### src/rtl/led_update_scheduler.sv
// Shares the serial LED driver among lamp-test, host and status frames. A driver update is
// issued only when the selected frame changes or a periodic refresh falls due.
module led_update_scheduler #(
  parameter int unsigned WIDTH            = 24,
  parameter int unsigned REFRESH_DIV      = 1000000,
  parameter int unsigned LAMP_TEST_CYCLES = 500000,
  parameter int unsigned RDY_TIMEOUT      = 4
) (
  input  logic             CLK,
  input  logic             RST_N,
  input  logic [WIDTH-1:0] STATUS_DATA,
  input  logic             HOST_OVERRIDE,
  input  logic             HOST_VALID,
  input  logic [WIDTH-1:0] HOST_DATA,
  output logic             HOST_READY,
  input  logic             LAMP_TEST_REQ,
  input  logic             DRV_RDY,
  output logic             DRV_GO,
  output logic [WIDTH-1:0] DRV_DATA,
  output logic             BUSY,
  output logic [15:0]      FRAME_CNT
);

  localparam int unsigned LampW = (LAMP_TEST_CYCLES > 1) ? $clog2(LAMP_TEST_CYCLES + 1) : 1;
  localparam int unsigned RefW  = (REFRESH_DIV > 2) ? $clog2(REFRESH_DIV) : 1;
  localparam int unsigned ToW   = (RDY_TIMEOUT > 2) ? $clog2(RDY_TIMEOUT) : 1;
  localparam logic [LampW-1:0] LampLoad = LampW'(LAMP_TEST_CYCLES);

  typedef enum logic [2:0] {StIdle, StIssue, StWaitLow, StWaitHigh, StDone} state_e;

  state_e           state_q;
  logic [WIDTH-1:0] host_q;
  logic [WIDTH-1:0] last_q;
  logic [LampW-1:0] lamp_q;
  logic [RefW-1:0]  refresh_q;
  logic [ToW-1:0]   to_q;
  logic             force_q;
  logic [WIDTH-1:0] sel;
  logic             refresh_due;
  logic             pending;

  always_comb begin
    sel = STATUS_DATA;
    if (lamp_q != '0) begin
      sel = '1;
    end else if (HOST_OVERRIDE) begin
      sel = host_q;
    end
  end

  assign refresh_due = (REFRESH_DIV != 0) && (32'(refresh_q) >= REFRESH_DIV - 1);
  assign pending     = force_q | refresh_due | (sel != last_q);
  assign BUSY        = (state_q != StIdle);
  assign HOST_READY  = RST_N && (state_q == StIdle);

  always_ff @(posedge CLK) begin
    if (!RST_N) begin
      state_q   <= StIdle;
      DRV_GO    <= 1'b0;
      DRV_DATA  <= '0;
      FRAME_CNT <= '0;
      host_q    <= '0;
      last_q    <= '0;
      lamp_q    <= '0;
      refresh_q <= '0;
      to_q      <= '0;
      force_q   <= 1'b1;
    end else begin
      if (LAMP_TEST_REQ) begin
        lamp_q <= LampLoad;
      end else if (lamp_q != '0) begin
        lamp_q <= lamp_q - 1'b1;
      end
      if (HOST_VALID && HOST_READY) begin
        host_q <= HOST_DATA;
      end
      DRV_GO <= 1'b0;
      unique case (state_q)
        StIdle: begin
          if (pending && DRV_RDY) begin
            state_q   <= StIssue;
            DRV_DATA  <= sel;
            DRV_GO    <= 1'b1;
            force_q   <= 1'b0;
            refresh_q <= '0;
          end else if ((REFRESH_DIV != 0) && !refresh_due) begin
            // Saturates at the due value while the driver holds us off.
            refresh_q <= refresh_q + 1'b1;
          end
        end
        StIssue: begin
          state_q <= StWaitLow;
          to_q    <= '0;
        end
        StWaitLow: begin
          if (!DRV_RDY) begin
            state_q <= StWaitHigh;
          end else if (32'(to_q) + 1 >= RDY_TIMEOUT) begin
            // RDY never dropped: driver finished within a cycle, count it as shifted.
            state_q <= StDone;
          end else begin
            to_q <= to_q + 1'b1;
          end
        end
        StWaitHigh: begin
          if (DRV_RDY) begin
            state_q <= StDone;
          end
        end
        StDone: begin
          last_q    <= DRV_DATA;
          FRAME_CNT <= FRAME_CNT + 1'b1;
          state_q   <= StIdle;
        end
        default: state_q <= StIdle;
      endcase
    end
  end

endmodule

### config.mk
export PLATFORM = sky130hd
export DESIGN_NAME = led_update_scheduler
export DESIGN_NICKNAME = d
export VERILOG_FILES = /design/src/rtl/led_update_scheduler.sv
export SDC_FILE = /design/constraint.sdc
export NUM_CORES = 1
export LEC_CHECK = 0
export ABC_AREA = 1
export BUFFER_PORTS_ARGS = -buffer_cell sky130_fd_sc_hd__buf_2
export CORE_MARGIN = 2
export CORE_UTILIZATION = 55
export CTS_CLUSTER_DIAMETER = 50
export DETAILED_ROUTE_END_ITERATION = 10
export HOLD_SLACK_MARGIN = 0.12
export PLACE_DENSITY = 0.77
export REMOVE_ABC_BUFFERS = 1
export SYNTH_ARGS = -nofsm -noshare
export SYNTH_HDL_FRONTEND = slang
export SYNTH_SLANG_ARGS = --single-unit
### constraint.sdc
create_clock -name CLK -period 5.4 [get_ports CLK]
set_input_delay 0.54 -clock CLK [delete_from_list [all_inputs] [get_ports CLK]]
set_output_delay 0.54 -clock CLK [all_outputs]
set_load 0.02 [all_outputs]
==> run metrics, run 1 <==
run status complete, no violations; r2r startpoint lamp_q[0]$_SDFFE_PP0P_; Worst R2R Setup Slack 1590 ps; Fill cells 1117; most frequent cell after synthesis nand2_1; gpl congestion 0.902; die area 13300 µm²; Yosys cell types 38; Reg area 2680 µm²; Mean Syn Cell Area 6.59 µm²; Synth area leaders dfxtp_1 39%, nand2_1 15%, nor2_1 7.3%; mapped cell area 6800 µm²; dpl ws 1500 ps; final setup margin 1590 ps; CTS tree done; Die W 115 µm; initial antenna violation count 0; hold_sp HOST_DATA[22]; sequential fraction of the synthesis area 0.395; post-route cell area 7860 µm²; setup bufs post-CTS 0; wire per inst 13.2 µm; vias post-DR 6747; # port buffers 96; min cycle time layout 3810 ps; vias in the first global route 6073; largest net degree at the start of global routing 80; maximum clock insertion buffer count 2; post-DP HPWL 11400 µm; first-pass GRT wire length 27900 µm; Post-synth ARST share 0; drt first pass iters 5; crit end category flip-flop; Worst R2R Path Depth 15; via/cell ratio 5.34; CP startpoint lamp_q[0]$_SDFFE_PP0P_; CP required 5750 ps; Site Rows 40; Worst-path clk slew 60 ps; Critical Path AT 4160 ps; Hold Buf Count CTS 0; Clock Latency Late Sink 430 ps; post-synth top area share 0.395; fraction of layout cells with a size suffix above 1 0.139; Pleak 0.00350 µW; final setup TNS 0 ps; Hold Vio Cnt, Final 0; # IOs 97; Sink Count 134; Starting Density 0.566; Setup violations, final 0; Root Driver clkbuf_16; post-synthesis instance total 1031; Slew Limit Fails 0; Final Util 0.655; antenna cells 0; gr usage total 0.264; hold_ws 305 ps; worst vdd ir 0.282 mV; clock buffer count from CTS 17; pwr dens 449 nW/µm²; Max transition margin 0.484; RSZ-0062 raised after global routing no; Core ar. 12000 µm²; Placed Instance Area 7280 µm²; total gr overflow 0; critical path fanouts, max 23; crit start category flip-flop; Yosys Warn Count 0; nets 1162; Die Ht 115 µm; Final period util 0.706; top cells by instance count after synthesis 276 x nand2_1, 134 x dfxtp_1, 133 x nor2_1; P&R area growth vs syn 15.7%; WHS Path Cells 3; post-CTS resize count 0; multi-input combinational cell area 3480 µm²; post-route ant nets 0; Worst Tran Pin Value 773 ps; max cap viols 0; prevailing post-synth register cell dfxtp_1; DRC Markers 0; crit path kind flip-flop to flip-flop; clk_skew 9.22 ps; H-tree depth 4; routed wire length 16700 µm; Post-synth EDFFs 0; f_max 262 MHz; flops & latches, synth 134; Detailed Route Iter0 Violations 468; worst hold path class input pin to flip-flop; area leader, netlist dfxtp_1
==> metrics by stage <==
| stage | instances | power, µW |
|---|---|---|
| finish | 1263 | 3530 |
| global route | 1263 | 3760 |
| floorplan | 982 | 2080 |
| CTS | 1263 | 3540 |
| global placement | 1231 | 2370 |
| detailed placement | 1231 | 2390 |
==> layout make-up <==
type	count	area share
Multi-Input combinational cell	739	0.442
Sequential cell	134	0.341
Timing Repair Buffer	102	0.0668
Clock buffer	21	0.0586
Inverter	109	0.0520
Tap cell	147	0.0234
Clock inverter	11	0.0159
==> sequential cells by signal, summed over array words and instances (netlist names) <==
| signal | flops |
|---|---|
| refresh_q | 20 |
| FRAME_CNT | 16 |
| host_q | 24 |
| to_q | 2 |
| lamp_q | 19 |
| last_q | 24 |
| DRV_DATA | 24 |
| state_q | 3 |
| DRV_GO | 1 |
| force_q | 1 |
==> worst paths after layout <==
| kind | endpoint |
|---|---|
| hold reg to reg | force_q$_SDFFE_PN1P_ |
| hold / removal | host_q[22]$_SDFFE_PN0P_ |
| setup reg to reg | DRV_DATA[17]$_SDFFE_PN0P_ |
| setup / recovery | DRV_DATA[17]$_SDFFE_PN0P_ |
==> cell usage in the layout (no fill, tap or decap), types with 3 or more instances in the layout <==
master and n:
o31ai_1 9, nor2_2 4, nand3b_1 5, clkinv_4 3
inv_2 4, a21oi_1 82, nor3b_1 4, inv_1 103
nor2_4 3, dfxtp_1 134, clkbuf_16 17, nand2_2 5
nand3_1 39, xor2_1 16, nor2_1 133, clkinv_2 3
nor3_1 21, xnor2_1 5, nand2_1 276, a31oi_1 4
ha_1 5, nand3_2 3, nor4_1 7, buf_4 6
o21ai_0 80, nand4_1 21, buf_2 96
==> per-layer routing <==
layer  wire [µm]  vias to the layer above  share of wire  global-route usage
met5           0                        -              0                   0
met4         270                        0          0.016               0.100
met3        1200                       32          0.072              0.0659
met2        7410                      219           0.44               0.418
met1        7840                     3039           0.47               0.349
li1            -                     3457              -                   -
==> critical path, cell delays in order, from the launching register on <==
cell and delay (ps):
dfxtp_1 310, inv_1 110, ha_1 200, nand2_1 90, nor2_2 480, nand2_2 140, nor2_4 310, o21ai_1 200
xnor2_1 170, nand3_1 90, nor2_1 60, nand2_1 300, nand3_2 510, inv_2 520, nand2_1 100, a21oi_1 150
==> cells by family after synthesis <==
logic type | Yosys count | share of synthesized area
mux | 1 | 0.00147
buf+inv | 158 | 0.0952
simple gates | 528 | 0.330
xor+xnor | 21 | 0.0271
flops | 134 | 0.395
compound gates | 184 | 0.142
fa+ha+maj | 5 | 0.00921
==> where the power goes <==
part	switching, µW	total (µW)	leakage (µW)	internal, µW
Clock	445	1150	0.000283	704
Sequential	179	1370	0.00110	1190
Combinational	678	1010	0.00211	335
Power figures use the tool's default switching activity.
==> inputs of run 2 (changes only) <==
Clock period 5.4 ns to 3.7 ns, I/O delays scaled along.
==> run 2 against run 1 <==
- sequential power rose by 46%
- clock power rose by 46%
- flip-flop and latch count did not move
- via count fell by 0.40%
- sequential share of layout area fell by 0.12 points
- critical path depth did not move
- first-iteration DRC count rose by 12%
- die area did not move
- count of clock-buffer cells in the layout rose by 1
- core utilization rose by 0.24 points
- routed wire length rose by 0.72%
- highest routed layer unchanged
==> run metrics, run 2 (synthesis gave the netlist of run 1 again) <==
clock buffer count from CTS 17 (unchanged); first-pass GRT wire length 27800 µm (was 27900 µm); Site Rows 40 (unchanged); gr usage total 0.263 (was 0.264); crit end category flip-flop (unchanged); P&R area growth vs syn 16.1% (was 15.7%); CP dominant cell by count nand2_1 (unchanged); run status complete, no violations (unchanged); setup bufs post-CTS 0 (unchanged); CP max-delay cell inv_2 (unchanged); Slew Limit Fails 0 (unchanged); cells along the critical path inv_1 -> ha_1 -> nand2_1 -> nor2_2 -> nand2_2 -> nor2_4 -> o21ai_1 -> xnor2_1 -> nand3_1 -> nor2_1 -> nand2_1 -> nand3_2 -> inv_2 -> nand2_1 -> a21oi_1 (unchanged); vias post-DR 6720 (was 6747); min cycle time layout 3320 ps (was 3810 ps); final setup TNS 0 ps (unchanged); Die W 115 µm (unchanged); DRC Markers 0 (unchanged); Buffers & Inverters on Critical Path 2 (unchanged); RSZ-0062 raised after global routing no (unchanged); Critical Path AT 3670 ps (was 4160 ps); f_max 301 MHz (was 262 MHz); die area 13300 µm² (unchanged); critical path fanouts, max 21 (was 23); max cap viols 0 (unchanged); total gr overflow 0 (unchanged); wire per inst 13.3 µm (was 13.2 µm); drt first pass iters 5 (unchanged); Starting Density 0.566 (unchanged); crit path kind flip-flop to flip-flop (unchanged); pwr dens 655 nW/µm² (was 449 nW/µm²); CTS tree done (unchanged); worst vdd ir 0.500 mV (was 0.282 mV); post-DP HPWL 11700 µm (was 11400 µm); H-tree depth 4 (unchanged); Setup violations, final 0 (unchanged); Detailed Route Iter0 Violations 522 (was 468); post-route ant nets 0 (unchanged); most common cell after layout, fill and taps aside nand2_1 (unchanged); Hold Vio Cnt, Final 0 (unchanged); crit start category flip-flop (unchanged); biggest regs DRV_DATA (24), host_q (24), last_q (24) (unchanged); maximum clock insertion buffer count 2 (unchanged); Worst Tran Pin Value 760 ps (was 773 ps); post-route cell area 7890 µm² (was 7860 µm²); Max transition margin 0.493 (was 0.484); gpl congestion 0.936 (was 0.902); CP required 4050 ps (was 5750 ps); clk_skew 7.70 ps (was 9.22 ps); Sink Count 134 (unchanged); Hold Buf Count CTS 0 (unchanged); nets 1166 (was 1162); worst hold path class input pin to flip-flop (unchanged); post-CTS resize count 0 (unchanged); # IOs 97 (unchanged); Largest delay share family, worst path simple AND/OR/NAND/NOR gates (unchanged); Worst-path clk slew 60 ps (about the same); Pleak 0.00350 µW (about the same); Root Driver clkbuf_16 (unchanged); Die Ht 115 µm (unchanged); most frequent cells in the layout 276 x nand2_1, 134 x dfxtp_1, 133 x nor2_1 (unchanged); initial antenna violation count 0 (unchanged); largest net degree at the start of global routing 79 (was 80); Core ar. 12000 µm² (unchanged); vias in the first global route 5988 (was 6073); antenna cells 0 (unchanged); Placed Instance Area 7310 µm² (was 7280 µm²); via/cell ratio 5.30 (was 5.34); Clock Latency Late Sink 420 ps (was 430 ps); # port buffers 96 (unchanged); fraction of layout cells with a size suffix above 1 0.141 (was 0.139); Final period util 0.898 (was 0.706); CP max stage delay 470 ps (was 520 ps); routed wire length 16800 µm (was 16700 µm)
## run 2: changes by cell type in the layout (fill, tap and decap cells not counted)
cell,previous run,this run
inv_6,1,2
clkinv_4,3,0
buf_4,6,10
clkinv_2,3,1
clkinvlp_4,2,5
clkbuf_1,2,3
## run 2: path summary, 6_finish.rpt
kind | start | end | slack (ps) | cells past startpoint
max reg2reg | lamp_q[0]$_SDFFE_PP0P_ | DRV_DATA[3]$_SDFFE_PN0P_ | 380 | 15
min | HOST_DATA[10] | host_q[10]$_SDFFE_PN0P_ | 140 | 3
max | lamp_q[0]$_SDFFE_PP0P_ | DRV_DATA[3]$_SDFFE_PN0P_ | 380 | 15
min reg2reg | force_q$_SDFFE_PN1P_ | force_q$_SDFFE_PN1P_ | 450 | 2
## run 2: through the flow
stage / total power, µW / hold slack, ps / utilization / std cells / worst slack, ps
after floorplan: 3040 / 420 / - / 982 / 33.1
after global placement: 3470 / 432 / 0.608 / 1235 / 486
after detailed placement: 3490 / 440 / 0.608 / 1235 / 416
after CTS: 5170 / 131 / 0.657 / 1267 / 409
after global routing: 5490 / 141 / 0.657 / 1267 / 84.5
final: 5170 / 142 / 0.657 / 1267 / 378
## run 2: routing by layer
layer / share of wire / vias up / global-route usage
li1: - / 3465 / -
met1: 0.46 / 3014 / 0.354
met2: 0.45 / 227 / 0.417
met3: 0.073 / 14 / 0.0685
met4: 0.011 / 0 / 0.0803
met5: 0 / - / 0
## run 2: layout make-up
cell class / count / area [µm²]
Fill cell: 1096 / 4120
Timing Repair Buffer: 106 / 556
Multi-Input combinational cell: 739 / 3480
Tap cell: 147 / 184
Inverter: 109 / 409
Sequential cell: 134 / 2680
Clock buffer: 22 / 464
Clock inverter: 10 / 120
## run 2: worst min-delay path, stage by stage
cell and delay, ps:
buf_2 70, nand2_1 40, o21ai_0 50
## run 2: power breakdown
group | switching, µW | internal (µW) | total [µW]
Sequential | 257 | 1740 | 2000
Clock | 651 | 1030 | 1680
Combinational | 999 | 495 | 1490
Total | 1910 | 3260 | 5170
